===== src/rtl/global_types.sv =====
// Shared types for the frame-release path: the Avalon-ST word layout,
// the release-gate FSM encoding and the default counter width.
package global_types;

    // Default width of the frame/verdict/start counters; the decision
    // stage uses the same width so the modular arithmetic lines up.
    localparam int CTR_SIZE_DEF = 24;

    typedef struct packed {
        logic [31:0] data;
        logic        valid;
        logic        sop;
        logic        eop;
    } avln_st;

    typedef enum logic [1:0] {
        G_IDLE   = 2'd0,
        G_WAIT   = 2'd1,
        G_STREAM = 2'd2
    } gate_state_t;

endpackage


===== src/rtl/verdict_credit.sv =====
// Frame bookkeeping for verdict_gate: counts arrived frames, verdicts and
// started frames, and derives release credit plus the upstream backlog.
module verdict_credit
    import global_types::*;
#(
    parameter int  CTR_SIZE    = CTR_SIZE_DEF,
    parameter int  MAX_PENDING = 16,
    localparam int PEND_W      = $clog2(MAX_PENDING + 1)
) (
    input  logic              sys_clk,
    input  logic              reset_n,
    input  logic              arrive,
    input  logic              verdict,
    input  logic              start,
    output logic              credit_pos,
    output logic [PEND_W-1:0] pending,
    output logic              stall
);

    logic [CTR_SIZE-1:0] arrived_cnt;
    logic [CTR_SIZE-1:0] verdict_cnt;
    logic [CTR_SIZE-1:0] start_cnt;
    logic [CTR_SIZE-1:0] credit;
    logic [CTR_SIZE-1:0] backlog;

    // Free-running wrapping event counters; only their differences matter.
    always_ff @(posedge sys_clk or negedge reset_n) begin
        if (!reset_n) begin
            arrived_cnt <= '0;
            verdict_cnt <= '0;
            start_cnt   <= '0;
        end else begin
            if (arrive)  arrived_cnt <= arrived_cnt + 1'b1;
            if (verdict) verdict_cnt <= verdict_cnt + 1'b1;
            if (start)   start_cnt   <= start_cnt + 1'b1;
        end
    end

    // Credit goes negative after a timeout release until the late verdict lands.
    assign credit     = verdict_cnt - start_cnt;
    assign credit_pos = ~credit[CTR_SIZE-1] & (|credit);
    assign backlog    = arrived_cnt - start_cnt;

    // Saturate the backlog; a cut-through start ahead of its own eop reads as zero.
    always_comb begin
        pending = '0;
        if (backlog[CTR_SIZE-1]) begin
            pending = '0;
        end else if (backlog >= CTR_SIZE'(MAX_PENDING)) begin
            pending = PEND_W'(MAX_PENDING);
        end else begin
            pending = backlog[PEND_W-1:0];
        end
    end

    assign stall = (pending >= PEND_W'(MAX_PENDING));

endmodule


===== src/rtl/verdict_gate.sv =====
// Release scheduler for the frame FIFO ahead of the drop-decision stage.
// A frame is held at the FIFO head until its verdict exists, then drained
// word by word under downstream backpressure.
// Build option: define VERDICT_TIMEOUT_EN to release a head frame that
// has waited TIMEOUT cycles without a verdict (counted in timeout_cnt).
//
// state    | meaning
// G_IDLE   | inspect head: drop stray non-sop words, or decide on a new frame
// G_WAIT   | sop at head, no credit yet; optional timeout timer running
// G_STREAM | draining the current frame until its eop is popped
module verdict_gate
    import global_types::*;
#(
    parameter int  CTR_SIZE    = CTR_SIZE_DEF,
    parameter int  MAX_PENDING = 16,
    parameter int  TIMEOUT     = 4096,
    localparam int PEND_W      = $clog2(MAX_PENDING + 1)
) (
    input  logic                sys_clk,
    input  logic                reset_n,
    input  avln_st              in,
    input  logic                verdict,
    input  logic                fifo_empty,
    input  avln_st              fifo_out,
    input  logic                out_ready,
    output logic                fifo_rdreq,
    output logic                stall,
    output logic [PEND_W-1:0]   pending,
    output logic [CTR_SIZE-1:0] timeout_cnt,
    output logic [CTR_SIZE-1:0] resync_cnt
);

    gate_state_t state;
    gate_state_t state_nxt;
    logic        credit_pos;
    logic        start_pop;
    logic        resync_pop;
    logic        timeout_hit;
    logic        head_sop;

    assign head_sop = ~fifo_empty & fifo_out.sop;

    verdict_credit #(
        .CTR_SIZE    (CTR_SIZE),
        .MAX_PENDING (MAX_PENDING)
    ) u_credit (
        .sys_clk    (sys_clk),
        .reset_n    (reset_n),
        .arrive     (in.valid & in.eop),
        .verdict    (verdict),
        .start      (start_pop),
        .credit_pos (credit_pos),
        .pending    (pending),
        .stall      (stall)
    );

`ifdef VERDICT_TIMEOUT_EN
    localparam int TMR_W = (TIMEOUT > 1) ? $clog2(TIMEOUT) : 1;

    logic [TMR_W-1:0] timer;

    assign timeout_hit = (state == G_WAIT) && (timer == TMR_W'(TIMEOUT - 1));

    // Wait timer: cleared while idle so every G_WAIT entry starts from zero.
    always_ff @(posedge sys_clk or negedge reset_n) begin
        if (!reset_n) begin
            timer <= '0;
        end else if (state == G_IDLE) begin
            timer <= '0;
        end else if (state == G_WAIT && !credit_pos) begin
            timer <= timer + 1'b1;
        end
    end

    // Count frames released without a verdict; a real verdict takes priority.
    always_ff @(posedge sys_clk or negedge reset_n) begin
        if (!reset_n) begin
            timeout_cnt <= '0;
        end else if (timeout_hit && !credit_pos) begin
            timeout_cnt <= timeout_cnt + 1'b1;
        end
    end
`else
    logic unused_timeout;

    assign timeout_hit    = 1'b0;
    assign timeout_cnt    = '0;
    assign unused_timeout = (TIMEOUT > 0);
`endif

    // State register.
    always_ff @(posedge sys_clk or negedge reset_n) begin
        if (!reset_n) begin
            state <= G_IDLE;
        end else begin
            state <= state_nxt;
        end
    end

    // Next-state decision.
    always_comb begin
        state_nxt = state;
        case (state)
            G_IDLE: begin
                if (head_sop) begin
                    state_nxt = credit_pos ? G_STREAM : G_WAIT;
                end
            end
            G_WAIT: begin
                if (credit_pos || timeout_hit) begin
                    state_nxt = G_STREAM;
                end
            end
            G_STREAM: begin
                if (fifo_rdreq && fifo_out.eop) begin
                    state_nxt = G_IDLE;
                end
            end
            default: state_nxt = G_IDLE;
        endcase
    end

    // Pop control: stray words are discarded regardless of out_ready.
    always_comb begin
        fifo_rdreq = 1'b0;
        start_pop  = 1'b0;
        resync_pop = 1'b0;
        case (state)
            G_IDLE: begin
                resync_pop = ~fifo_empty & ~fifo_out.sop;
                fifo_rdreq = resync_pop;
            end
            G_STREAM: begin
                fifo_rdreq = out_ready & ~fifo_empty;
                start_pop  = fifo_rdreq & fifo_out.sop;
            end
            default: begin
                fifo_rdreq = 1'b0;
            end
        endcase
    end

    // Discarded non-sop head words.
    always_ff @(posedge sys_clk or negedge reset_n) begin
        if (!reset_n) begin
            resync_cnt <= '0;
        end else if (resync_pop) begin
            resync_cnt <= resync_cnt + 1'b1;
        end
    end

    logic unused_fields;
    assign unused_fields = &{1'b0, in.data, in.sop, fifo_out.data, fifo_out.valid};

endmodule


===== config.mk =====
export PLATFORM = sky130hd
export DESIGN_NAME = verdict_gate
export DESIGN_NICKNAME = d
export VERILOG_FILES = /design/src/rtl/global_types.sv /design/src/rtl/verdict_credit.sv /design/src/rtl/verdict_gate.sv
export SDC_FILE = /design/constraint.sdc
export NUM_CORES = 1
export LEC_CHECK = 0
export BUFFER_PORTS_ARGS = -buffer_cell sky130_fd_sc_hd__clkbuf_2
export CORE_MARGIN = 3
export CORE_UTILIZATION = 52
export DETAILED_ROUTE_END_ITERATION = 12
export GPL_ROUTABILITY_DRIVEN = 1
export PLACE_DENSITY_LB_ADDON = 0.15
export SLEW_MARGIN = 20
export SYNTH_ARGS = -nofsm -noshare
export SYNTH_HDL_FRONTEND = slang
export SYNTH_SLANG_ARGS = --single-unit

===== constraint.sdc =====
create_clock -name sys_clk -period 3.4 [get_ports sys_clk]
set_input_delay 0.68 -clock sys_clk [delete_from_list [all_inputs] [get_ports sys_clk]]
set_output_delay 0.68 -clock sys_clk [all_outputs]
set_load 0.005 [all_outputs]

==> flow_summary.ini, run 1 <==
[pwr]
internal_power_mw = 2.75
p_switching_mw = 1.42
netSwitchingFraction = 0.340
seqPwrFrac = 0.346
total_leakage_power_nw = 4.11
clkPwrFrac = 0.254
p_per_area_nw_per_um2 = 483
vdd_drop_max_mv = 0.290
p_comb_frac = 0.399

[worst_setup_path]
crit_start = u_credit.arrived_cnt[0]
cp-endpoint = pending[0]
cp_max_fo = 4
r2r-end = state[1]
cp-start-kind = register
endpoint_kind = output port
crit_required_ns = 2.72
r2r_cells = 13
r2r-start = u_credit.start_cnt[0]
crit_path_cell_trace = inv_2 > ha_4 > inv_2 > fa_2 > a211oi_4 > o211ai_2 > a211oi_2 > nor2_1 > xor2_1 > nor4_2 > nand4b_1 > nor4_4 > buf_4 > buf_6 > and3b_1 > buf_2
worst_path_largest_cell_delay_ns = 0.39
cp.arrival_ns = 3.58
path_class = register to output port
crit_slowest_cell = dfrtp_1
regToRegSetupSlack_ns = 0.09
path_common_cell = inv_2

[floorplan]
fp.dieH_um = 123
die_area_um2 = 15100
coreArea_um2 = 13300
io_pins = 130
initial_core_util = 0.535
rows = 42
die_x_um = 123

[place]
dp_hpwl_um = 12900
dpl_cell_area_um2 = 8140
placedCellCount = 1079
routabilityCongestion = 0.975
io_buffers = 39
dp_slack_ns = -0.497

[hold_path]
hp-class = primary input to asynchronous set/reset pin

[sta]
fin_ws_ns = -0.862
min_period_over_period = 1.25
final.min_clock_period_ns = 4.26
rsz0062_at_grt = true
slew_viol_final = 0
setup_viol = 6
tightest_slew_ns = 0.734
relSlewSlack = 0.511
hold_violations = 0
timing.fmax_mhz = 235
final.setup.tns_ns = -4.66
clock_skew_ns = 0.00920

[clock_network]
cts_tree = yes
insertion_delay_ns = 0.35
numCtsBuffers = 9
cts_buffer_depth = 2
cts_root_buffer = clkbuf_16
clk_pin_slew_ns = 0.06
clock-sinks = 98
htree_levels = 3

[grt]
first_global_vias = 5926
overflow = 0
grt_max_degree = 57
track_usage = 0.223
grt_antenna_before_repair = 0
grt_pass1_wl_um = 27400

[finish]
fill_cells = 1118
num-nets-final = 1049
final_cells = 1103
design_area_um2 = 8630
drive_above_1_share = 0.220
diodes = 0
area_growth_pct = 21.2

[yosys]
ys_seq_elements = 98
synth_flop_cell = dfrtp_1
syn_area_um2 = 7120
postSynthCellCount = 782
synth_edf_count = 0
synth_area_leader_cell = dfrtp_1
async_flop_share = 1.00
synth_top_area_share = 0.345
ys.warnings.count = 0
synth_area_leaders = dfrtp_1, xnor2_1, ha_1, xor2_1, nand2_1
netlist-cell-type-count = 66
ys_seq_area_frac = 0.345
syn_area_per_cell_um2 = 9.10

[routing]
routed_wl_um = 16400
dr.pass1.iters = 5
antenna_left = 0
drc = 0
via_per_inst = 5.47
drt_iter0_drc = 348
wl_per_cell_um = 14.8
vias = 6031

[outcome]
status = finished with violations
violations = setup timing

[run]
max_cap_viol_count = 0
==> cells by family after synthesis <==
group | after synthesis | share of synthesized area
AO/OA/AOI/OAI | 152 | 0.147
XOR/XNOR | 121 | 0.149
buffers and inverters | 82 | 0.0594
AND/OR/NAND/NOR | 269 | 0.195
adder cells (fa/ha/maj) | 52 | 0.0935
other | 1 | 0.000527
multiplexers | 7 | 0.0104
flip-flops | 98 | 0.345
==> repair_timing <==
action                                  in CTS  in global routing
hold buffers                                 0                  0
resized for setup                            6                 16
pin swaps                                    2                 10
buffers inserted                             3                  7
endpoints found under the setup margin       7                  8
==> sequential cells by signal, indices dropped and copies added, names as in the netlist <==
signal and cells:
resync_cnt 24, state 2, u_credit.arrived_cnt 24, u_credit.start_cnt 24, u_credit.verdict_cnt 24
==> critical path, delay by kind of cell (launching register included) <==
kind | cells | cell delay [ns]
XOR/XNOR | 1 | 0.17
buffers and inverters | 5 | 0.53
flip-flops | 1 | 0.39
adder cells (fa/ha/maj) | 2 | 0.52
AO/OA/AOI/OAI | 3 | 0.72
AND/OR/NAND/NOR | 5 | 0.93
==> cells in the mapped netlist, drive strengths merged (8+ instances only) <==
cell    count
nor3       16
clkbuf      9
inv        40
ha         50
xnor2      89
and3       24
xor2       32
dfrtp      98
and2        9
o21ai      21
o211ai     11
nand4      20
buf        33
nand3      46
a21oi      45
a31oi       8
a211oi      8
a21o       17
nor2       43
nand2      71
==> metrics by stage <==
step	util	hold slack, ns	power [mW]
6_report	0.649	0.386	4.17
5_1_grt	0.649	0.434	4.44
4_1_cts	0.640	0.419	4.09
3_5_place_dp	0.612	0.462	2.97
3_3_place_gp	0.612	0.459	2.88
2_1_floorplan	-	0.384	2.44
==> per-layer routing <==
layer | GRT usage | wire length [um] | vias to the layer above
met3 | 0.0425 | 598 | 17
met1 | 0.305 | 7730 | 2887
met4 | 0.0471 | 229 | 0
li1 | - | - | 3004
met2 | 0.371 | 7820 | 123
met5 | 0 | 0 | -
==> power by group through the flow <==
stage | registers, mW | clock network, mW | logic, mW
2_1_floorplan | 1.46 | 0 | 0.976
3_3_place_gp | 1.45 | 0 | 1.42
3_5_place_dp | 1.47 | 0 | 1.51
4_1_cts | 1.44 | 1.09 | 1.55
5_1_grt | 1.46 | 1.14 | 1.84
6_report | 1.44 | 1.06 | 1.66
==> layout make-up <==
class	instances	area, um^2	share of cell area
clock buffers	12	267	0.0309
clock inverters	4	48.8	0.00566
inverters	40	150	0.0174
multi-input cells	625	4470	0.518
flip-flops and latches	98	2450	0.284
well taps	176	220	0.0255
repair buffers	148	1020	0.118
==> layout by cell type (no fill, tap or decap), types with 32 or more instances in the layout <==
cell type / synthesis / routed
nand3_1: 46 / 46
xor2_1: 32 / 32
nor2_1: 43 / 43
buf_4: 27 / 109
inv_1: 40 / 38
clkbuf_2: 0 / 35
nand2_1: 71 / 71
a21oi_1: 43 / 41
xnor2_1: 89 / 88
dfrtp_1: 98 / 98
ha_1: 50 / 48
==> worst min-delay path by stage <==
stage / slack, ns / cells after the start / endpoint / start
after detailed placement: 0.46 / 1 / resync_cnt[23] / resync_cnt[23]
after floorplan: 0.38 / 0 / resync_cnt[0] / reset_n
after CTS: 0.42 / 1 / resync_cnt[21] / reset_n
after global placement: 0.46 / 1 / resync_cnt[23] / resync_cnt[23]
final: 0.39 / 1 / resync_cnt[21] / reset_n
after global routing: 0.43 / 1 / resync_cnt[21] / reset_n
Note: power is estimated with default switching activity, not from simulation.
==> run 2, diff against run 1 <==
--- a/config.mk
+++ b/config.mk
@@ -14,4 +14,5 @@
 export SLEW_MARGIN = 20
 export SYNTH_ARGS = -nofsm -noshare
 export SYNTH_HDL_FRONTEND = slang
+export SYNTH_HIERARCHICAL = 1
 export SYNTH_SLANG_ARGS = --single-unit
==> run 2 against run 1 <==
  * The flow still finishes with violations (setup timing)
  * Count of clock-buffer cells in the layout shrank 3
  * Global-route usage grew 1.3 points
  * Sequential share of layout area shrank 1.8 points
  * Critical path type unchanged
  * Largest cell class unchanged
==> flow_summary.ini, run 2 <==
[yosys]
ys_seq_elements = 98
syn_area_um2 = 7200
synth_flop_cell = dfrtp_1
synth_area_leader_cell = dfrtp_1
synth_area_leaders = dfrtp_1, xnor2_1, ha_1, xor2_1, nand2_1
synth_most_common_cell = dfrtp_1
ys_seq_area_frac = 0.341
synth_top_area_share = 0.341
netlist-cell-type-count = 68
postSynthCellCount = 795
syn_area_per_cell_um2 = 9.06
synth_common_cells = dfrtp_1, xnor2_1, nand2_1
async_flop_share = 1.00
ys.warnings.count = 6
synth_edf_count = 0

[place]
dp_hpwl_um = 13800
dp_slack_ns = -0.507
routabilityCongestion = 0.987
io_buffers = 39

[clock_network]
cts_buffer_depth = 2
clock-sinks = 98
clk_pin_slew_ns = 0.07
htree_levels = 3
cts_tree = yes
cts_root_buffer = clkbuf_16
insertion_delay_ns = 0.35
numCtsBuffers = 9
cts_hold_buf = 0

[routing]
antenna_left = 0
dr.pass1.iters = 5
vias = 6453
wl_per_cell_um = 15.6
drt_iter0_drc = 417
via_per_inst = 5.56
drc = 0
routed_wl_um = 18100

[run]
max_cap_viol_count = 0

[sta]
final.min_clock_period_ns = 4.23
setup_viol = 7
hold_violations = 0
tightest_slew_ns = 0.688
clock_skew_ns = 0.0118
fin_ws_ns = -0.826
timing.fmax_mhz = 237
whs_ns = 0.351
rsz0062_at_grt = true
relSlewSlack = 0.538
min_period_over_period = 1.24
slew_viol_final = 0

[pwr]
p_per_area_nw_per_um2 = 432
clkPwrFrac = 0.261
total_leakage_power_nw = 4.52
p_comb_frac = 0.400
vdd_drop_max_mv = 0.352
p_switching_mw = 1.34
netSwitchingFraction = 0.336
internal_power_mw = 2.64
seqPwrFrac = 0.340

[worst_setup_path]
cp-start-kind = register
regToRegSetupSlack_ns = -0.08
cp.arrival_ns = 3.55
endpoint_kind = output port
path_class = register to output port
cp_max_fo = 5
crit_required_ns = 2.72

[finish]
drive_above_1_share = 0.269
area_growth_pct = 27.9
layout_common_cells = buf_4, dfrtp_1, xnor2_1, nand2_1, nor2_1
diodes = 0
num-nets-final = 1107
layout_commonest_cell = buf_4

[outcome]
status = finished with violations
violations = setup timing

[grt]
first_global_vias = 6293
grt_max_degree = 52
overflow = 0
grt_pass1_wl_um = 29300
grt_antenna_before_repair = 0
track_usage = 0.237

[floorplan]
die_x_um = 124
initial_core_util = 0.537
io_pins = 130
coreArea_um2 = 13400
fp.dieH_um = 124
rows = 42
die_area_um2 = 15300

[hold_path]
hp-class = primary input to asynchronous set/reset pin
[run 2: final cells by class]
class | count | area, um^2
Clock buffer | 9 | 225
Clock inverter | 6 | 73.8
Fill cell | 1065 | 4190
Inverter | 44 | 165
Multi-Input combinational cell | 640 | 4750
Sequential cell | 98 | 2450
Tap cell | 176 | 220
Timing Repair Buffer | 187 | 1330
[run 2: final timing paths]
check	start	to	cells past startpoint
setup / recovery	u_credit/start_cnt[1]	stall	13
hold / removal	reset_n	resync_cnt[23]	1
setup reg to reg	u_credit/start_cnt[1]	state[1]	15
hold reg to reg	resync_cnt[23]	resync_cnt[23]	1
max in group asynchronous	reset_n	resync_cnt[22]	2
min in group sys_clk	resync_cnt[23]	resync_cnt[23]	1
[run 2: kinds of logic (layout without fill, tap and decap cells)]
kind of cell,after synthesis,in the layout,share of synthesized area
other cells,1,24,0.000521
flops,98,98,0.341
buf+inv,80,246,0.0558
simple gates,281,281,0.205
fa+ha+maj,52,52,0.0925
compound gates,161,161,0.156
xor+xnor,117,117,0.142
mux,5,5,0.00730
[run 2: power by group through the flow]
| stage | combinational, mW | clock [mW] | sequential (mW) |
|---|---|---|---|
| after floorplan | 0.811 | 0 | 1.38 |
| after global placement | 1.26 | 0 | 1.35 |
| after detailed placement | 1.30 | 0 | 1.36 |
| after CTS | 1.35 | 1.07 | 1.34 |
| after global routing | 1.75 | 1.12 | 1.36 |
| final | 1.59 | 1.04 | 1.35 |
[run 2: metrics by stage]
stage / area [um^2] / std cells / setup TNS, ns / total power [mW] / utilization
global route: 9210 / 1160 / -6.08 / 4.23 / 0.687
global placement: 8510 / 1132 / -2.50 / 2.61 / 0.635
CTS: 8880 / 1148 / -4.55 / 3.76 / 0.663
finish: 9210 / 1160 / -4.93 / 3.98 / 0.687
floorplan: 7320 / 818 / -0.369 / 2.19 / -
detailed placement: 8510 / 1132 / -2.91 / 2.66 / 0.635
[run 2: worst max-delay path, stage by stage, from the launching register on]
cell       delay, ns
dfrtp_1         0.39
inv_2           0.12
ha_4            0.22
nor2b_4         0.13
o31ai_4         0.29
a211oi_2        0.13
or3_1           0.40
a211o_1         0.30
a2111oi_4       0.27
o2111a_1        0.28
nand4_4         0.20
buf_6           0.18
o21ba_4         0.18
clkbuf_2        0.10
[run 2: what timing repair did]
item	4_1_cts	5_1_grt
gates resized for setup	14	41
buffers inserted	1	14
endpoints found under the setup margin	8	8
pin swaps	5	27
[run 2: metal layers]
metal | vias to the layer above | share of wire | track usage
li1 | 3158 | - | -
met1 | 3103 | 0.47 | 0.331
met2 | 164 | 0.47 | 0.377
met3 | 28 | 0.038 | 0.0350
met4 | 0 | 0.021 | 0.0768
met5 | - | 0 | 0
